$ cat config.mk
export PLATFORM = sky130hd
export DESIGN_NAME = mutex_arbiter
export DESIGN_NICKNAME = d
export VERILOG_FILES = /design/src/rtl/mutex_arbiter.sv
export SDC_FILE = /design/constraint.sdc
export NUM_CORES = 1
export LEC_CHECK = 0
export BUFFER_PORTS_ARGS = -buffer_cell sky130_fd_sc_hd__buf_2
export CAP_MARGIN = 40
export CORE_MARGIN = 8
export CORE_UTILIZATION = 54
export CTS_CLUSTER_SIZE = 28
export DETAILED_ROUTE_END_ITERATION = 16
export PLACE_DENSITY_LB_ADDON = 0.1
export SYNTH_ARGS = -nofsm -noshare
export SYNTH_HDL_FRONTEND = slang
export SYNTH_SLANG_ARGS = --single-unit
$ cat constraint.sdc
create_clock -name clock -period 2.3 [get_ports clock]
set_input_delay 0.23 -clock clock [delete_from_list [all_inputs] [get_ports clock]]
set_output_delay 0.23 -clock clock [all_outputs]
set_load 0.05 [all_outputs]
$ cat src/rtl/mutex_arbiter.sv
// Round-robin mutual-exclusion arbiter with a hold-time watchdog.
// At most one requester holds the shared resource at a time.
module mutex_arbiter #(
  parameter int N        = 4,
  parameter int MAX_HOLD = 200
) (
  input  logic                 clock,
  input  logic                 reset_n,
  input  logic [N-1:0]         req,
  input  logic [N-1:0]         rel,
  output logic [N-1:0]         grant,
  output logic [$clog2(N)-1:0] owner,
  output logic                 busy,
  output logic [$clog2(N)-1:0] turn,
  output logic                 timeout,
  output logic                 violation
);

  localparam int IW = $clog2(N);
  localparam logic [IW:0]   N_VAL      = (IW+1)'(N);
  localparam logic [IW-1:0] LAST_IDX   = IW'(N-1);
  localparam logic [7:0]    HOLD_LIMIT = 8'(MAX_HOLD-1);

  typedef enum logic [1:0] {
    FREE,
    GRANTED,
    RELEASE
  } state_t;

  state_t          state, state_next;
  logic [7:0]      hold_cnt, hold_cnt_next;
  logic [N-1:0]    grant_next;
  logic [IW-1:0]   owner_next, turn_next;
  logic            busy_next, timeout_next, violation_next;
  logic [IW-1:0]   sel;
  logic            sel_valid;
  logic [IW:0]     probe;
  logic            release_cond;

  // First pending request at or above turn, wrapping modulo N.
  always_comb begin
    sel       = '0;
    sel_valid = 1'b0;
    probe     = '0;
    for (int i = 0; i < N; i++) begin
      probe = {1'b0, turn} + (IW+1)'(i);
      if (probe >= N_VAL) probe = probe - N_VAL;
      if (!sel_valid && req[probe[IW-1:0]]) begin
        sel       = probe[IW-1:0];
        sel_valid = 1'b1;
      end
    end
  end

  assign release_cond = rel[owner] | ~req[owner];

  always_comb begin
    state_next    = state;
    grant_next    = grant;
    owner_next    = owner;
    turn_next     = turn;
    hold_cnt_next = hold_cnt;
    timeout_next  = 1'b0;
    case (state)
      FREE: begin
        if (sel_valid) begin
          grant_next      = '0;
          grant_next[sel] = 1'b1;
          owner_next      = sel;
          hold_cnt_next   = '0;
          state_next      = GRANTED;
        end
      end
      GRANTED: begin
        if (hold_cnt != 8'hFF) hold_cnt_next = hold_cnt + 8'd1;
        // A voluntary release in the watchdog cycle suppresses the timeout pulse.
        if (release_cond || hold_cnt == HOLD_LIMIT) begin
          state_next   = RELEASE;
          grant_next   = '0;
          turn_next    = (owner == LAST_IDX) ? '0 : owner + IW'(1);
          timeout_next = ~release_cond;
        end
      end
      RELEASE: state_next = FREE;
      default: state_next = FREE;
    endcase
    busy_next      = |grant_next;
    violation_next = violation | ((grant_next & (grant_next - N'(1))) != '0);
  end

  always_ff @(posedge clock or negedge reset_n) begin
    if (!reset_n) begin
      state     <= FREE;
      grant     <= '0;
      owner     <= '0;
      turn      <= '0;
      busy      <= 1'b0;
      timeout   <= 1'b0;
      violation <= 1'b0;
      hold_cnt  <= '0;
    end else begin
      state     <= state_next;
      grant     <= grant_next;
      owner     <= owner_next;
      turn      <= turn_next;
      busy      <= busy_next;
      timeout   <= timeout_next;
      violation <= violation_next;
      hold_cnt  <= hold_cnt_next;
    end
  end

endmodule
Yosys cells after proc, flatten, opt, wreduce, memory -nomap -nowiden
Index checks and enable logic that the tools add are counted.
- input bits: 10
- register bits: 21
- output and inout port bits: 11
- word-level logic and storage cells: 95
- order comparisons: 11
- bitwise gates (word level): 5
- multiplexer cells: 38
- reduce and logical (&&, ||, !) cells: 16
- $add $sub $neg: 10
- eq/ne operators: 7
- operator list (cell ; number):
    2-to-1 mux 2 bit ; 11
    < comparator 2 x 3 -> 1 bit, second input constant ; 6
    2-to-1 mux 8 bit ; 2
    case mux 8 bit (2 select lines) ; 1
    2-to-1 mux 1 bit ; 13
    binary-select mux 1 bit (select 2 bit) ; 6
    >= comparator 3 bit, second input constant ; 3
    adder 8 x 1 -> 8 bit, second input constant ; 1
    == test 8 bit, second input constant ; 1
    2-to-1 mux 4 bit ; 2
    inequality test 8 bit, second input constant ; 1
    case mux 4 bit (2 select lines) ; 1
    subtractor 2 x 1 -> 2 bit, second input constant ; 4
    adder 2 x 2 -> 3 bit, second input constant ; 2
    inequality test 2 bit, second input constant ; 3
    AND reduction 2 bit ; 3
    AND 4 bit ; 1
    logical AND 1 bit ; 4
    case mux 2 bit (2 select lines) ; 1
    nonzero test 4 bit ; 1
    OR reduction 4 bit ; 1
    subtractor 4 x 1 -> 4 bit, second input constant ; 1
    adder 2 x 1 -> 3 bit, second input constant ; 1
    >= comparator 2 x 3 -> 1 bit, second input constant ; 1
    other kinds (12) ; 16

Longest topological paths before layout
- word-level depth: 24
- depth in mapped cells: 6
- gate-level depth less buffers: 5

Worst setup path before layout
Ideal clock, no wire load.
- path type: register to register
- start point: reg owner[0]
- end point: reg turn[0]
- required time: 2.175 ns
- clock period less this slack: 1.981 ns
- data arrival time: 1.856 ns
- path slack: 0.319 ns
- stages on the path, launching flop included: 4
- setup time: 0.125 ns
- buffers on the path: 0
- cell sequence: dfrtp_1 -> mux4_2 -> a21oi_4 -> mux2_4
- word-level cells in the longest chain between the ends: 6
- elaborated cells on any way between the ends: 11
- classes of those cells: 1 x add/sub; 1 x eq/ne; 5 x mux; 2 x bitwise; 2 x reduce/logical
- RTL lines (element ; line ; source):
    start, declared ; 12 ; output logic [$clog2(N)-1:0] owner,
    start signal, assigned ; 104 ; owner <= owner_next;
    binary-select mux 1 bit (select 2 bit) ; 55 ; assign release_cond = rel[owner] | ~req[owner];
    2-to-1 mux 1 bit (not written as such) ; 55 ;
    NOT 1 bit ; 55 ;
    OR 1 bit ; 55 ;
    logical OR 1 bit ; 77 ; if (release_cond || hold_cnt == HOLD_LIMIT) begin
    AND reduction 2 bit (no line) ; n/a ;
    end signal, assigned ; 105 ; turn <= turn_next;
    end, declared ; 14 ; output logic [$clog2(N)-1:0] turn,
Parallel ways exist; a longest one is shown, timed or not. The select of a mux whose other input is x is not followed.
A chain may end at the register's enable or synchronous reset.

Worst setup path after layout
- start point: reg hold_cnt[0]
- end point: reg turn[1]
- word-level cells in the longest chain between the ends: 3
- RTL lines (element ; line ; source):
    start, declared ; 31 ; logic [7:0] hold_cnt, hold_cnt_next;
    start signal, assigned ; 109 ; hold_cnt <= hold_cnt_next;
    == test 8 bit ; 77 ;
    logical OR 1 bit ; 77 ;
    AND reduction 2 bit (no line) ; n/a ;
No other way between the ends.

==> summary.txt <==
Outcome
  • Status: finished clean

Finish
  • Final nets: 149
  • Number of fill cells: 173
  • Area occupied by multi-input gates: 598 um2
  • Ant diodes: 0
  • Layout cell share with drive strength beyond 1: 25.0%
  • Register Area: 526 um2
  • Commonest non-fill, non-tap cell in the layout: dfrtp_1
  • Area delta synth->final: 14.4%
  • Util after Layout: 66.1%
  • Commonest non-fill, non-tap cells in the layout: dfrtp_1 (21), buf_2 (20), nand2_1 (11)
  • Final cell count without fillers: 163

Synthesis
  • Asr flop ratio synth: 100%
  • Synthesized flop and latch total: 21
  • Yosys warnings: 0
  • Synth Area in Compound Gates: 20.3%
  • Post-synth EDFFs: 0
  • Post-synthesis mux area share: 6.38%
  • Cells after synthesis: 113
  • Largest family of logic cells by synthesized area: simple AND/OR/NAND/NOR gates
  • Avg Cell Area, Syn: 10.2 um2
  • Syn Nets: 125
  • Syn Std Cell Area: 0.00116 mm2
  • Unique masters post-synth: 41
  • Ys flop type: dfrtp_1
  • XOR/XNOR Fraction of Synth Area: 0%
  • Sequential share of the synthesized area: 45.4%
  • Post-synthesis adder-cell area fraction: 3.03%
  • Post-synthesis simple-gate area fraction: 21.9%

STA
  • Final worst slack: 262 ps
  • Unrepaired setup endpoints after global routing: false
  • Final Cycle Share: 88.6%
  • Relative slew slack: 52.9%
  • Worst Hold Slack: 394 ps
  • Final hold viol count: 0
  • Tmin final: 2040 ps
  • Worst clock skew: 1.96 ps
  • # setup viols final: 0
  • Slew at the pin with the worst max-slew slack: 701 ps
  • Fmax: 491 MHz
  • Setup_tns: 0 ps
  • Final Max Slew Viols: 0

Global route
  • GRT Overall Usage: 14.4%
  • First-pass GRT wire length: 4.64 mm
  • Largest net degree at the start of global routing: 22
  • GRT busiest layer: met2
  • Vias in the first global route: 971
  • Grt total ovfl: 0
  • Met2 usage: 21.7%
  • Met1 usage: 18.9%
  • Met3 Usage GRT: 3.23%
  • Initial antenna violation count: 0

Clocking
  • CTS tree: done
  • Clock Path Buffers: 2
  • Clock buffer count from CTS: 3
  • Clk_lat worst skew: 300 ps
  • CTS Sinks: 21
  • Clock Pin Slew Worst Setup and Hold Paths: 110 ps
  • Resize count post-CTS: 0
  • CTS H-tree depth: 1
  • CTS Root Cell: clkbuf_4

Worst hold path
  • Hold depth: 3
  • Worst Hold Launch: req[3]
  • Worst Hold Endpoint: grant[0]
  • Hold crit path type: in2reg

Critical path
  • CP arrival: 2230 ps
  • Worst r2r src: hold_cnt[0]
  • CP max FO: 9
  • R2R depth: 5
  • Critical path endpoint category: register
  • Reg2Reg Setup Slack: 260 ps
  • Worst R2R End: turn[1]
  • CP Launch Type: register
  • Required time worst endpoint: 2500 ps
  • Critical path class: reg2reg

Floorplan
  • Core outline area: 0.00200 mm2
  • Die ar.: 0.00388 mm2
  • Initial Util: 57.8%
  • Num ports: 21
  • Die width: 62.3 um
  • Row cnt: 16
  • Die Y: 62.3 um

Route
  • Total vias in the final route: 1014
  • Initial DRC count: 35
  • Total Routed Length: 2.70 mm
  • ANT nets after route: 0
  • WL per Instance: 16.6 um
  • DRT Pass-1 Iters: 4
  • DRC viols: 0
  • Vias per cell: 6.22

Power
  • Leak: 0.623 nW
  • Pwr Density: 1290 mW/mm2
  • Worst VDD drop: 0.00105 V

Placement
  • Placed Instances: 158
  • GPL Wtd Cong: 0.826
  • Port Buffers: 20
  • Detailed placement HPWL: 2.04 mm
  • Pre-CTS setup slack: 288 ps

Run
  • Maxcap violations: 0
synth_stat cells, drive strengths merged, types with 2 or more instances:
cell type / count / area share [%]
clkbuf: 2 / 0.76
nor4: 2 / 1.1
mux2: 3 / 3.6
o31ai: 4 / 2.6
o211ai: 2 / 1.3
o22ai: 3 / 1.6
o21ai: 3 / 1.3
o32ai: 2 / 1.5
ha: 2 / 2.2
or4: 3 / 2.3
a21oi: 5 / 3.1
nand3: 4 / 1.7
nor3: 2 / 0.86
nand2b: 5 / 2.7
o41ai: 2 / 1.5
or3: 2 / 1.1
nor2b: 4 / 2.2
nand2: 11 / 3.6
inv: 4 / 1.3
buf: 2 / 0.86
and3: 3 / 1.7
o2111ai: 2 / 1.5
o311ai: 4 / 3.0
nor2: 5 / 1.6
dfrtp: 21 / 45
worst max-delay path, stage by stage, from the launching register on:
cell and delay, ps:
dfrtp_1 400, ha_1 260, nand4_2 160, or4_4 470
a21oi_4 310, mux2_4 330
routing by layer:
layer	routed length (um)	vias up	share of wire, %
met3	205	4	7.6
met4	46	0	1.7
met5	0	-	0
met2	1250	43	46
li1	-	483	-
met1	1200	484	45
state kept, by name (all words and copies together), names as in the netlist:
name and cells:
hold_cnt 8, grant 4, owner 2, state 2, turn 2, busy 1, timeout 1, violation 1
per-stage QoR:
stage	area, um2	power (W)
2_1_floorplan	1160	0.00129
3_3_place_gp	1290	0.00149
3_5_place_dp	1290	0.00152
4_1_cts	1320	0.00170
5_1_grt	1320	0.00182
6_report	1320	0.00170
what timing repair did:
action / CTS / global route
setup buffers: 0 / 0
hold buffers: 1 / 0
endpoints found under the hold margin: 21 / 0
how the worst max path moves through the flow:
stage,from,to,slack (ps)
after floorplan,owner[0],turn[0],320
after global placement,hold_cnt[0],turn[0],360
after detailed placement,hold_cnt[0],turn[1],290
after CTS,hold_cnt[0],turn[1],260
after global routing,hold_cnt[0],turn[1],190
final,hold_cnt[0],turn[1],260
final cells by class:
| type | instances | share of cell area [%] |
|---|---|---|
| clock buffer | 4 | 1.98 |
| timing repair buffer | 23 | 9.45 |
| inverter | 4 | 1.13 |
| multi-input combinational | 84 | 45.2 |
| sequential | 21 | 39.7 |
| tap | 27 | 2.55 |
power breakdown:
group          internal, W  switching, W
Sequential        0.000476      0.000140
Combinational     0.000311      0.000598
Clock            0.0000675      0.000108
Total             0.000855      0.000847
kinds of logic after synthesis:
family,Yosys count
and+or+nand+nor,45
AOI/OAI and AO/OA,31
DFF,21
buffers and inverters,8
muxes,5
adders and majority gates,3
Power figures use the tool's default switching activity.
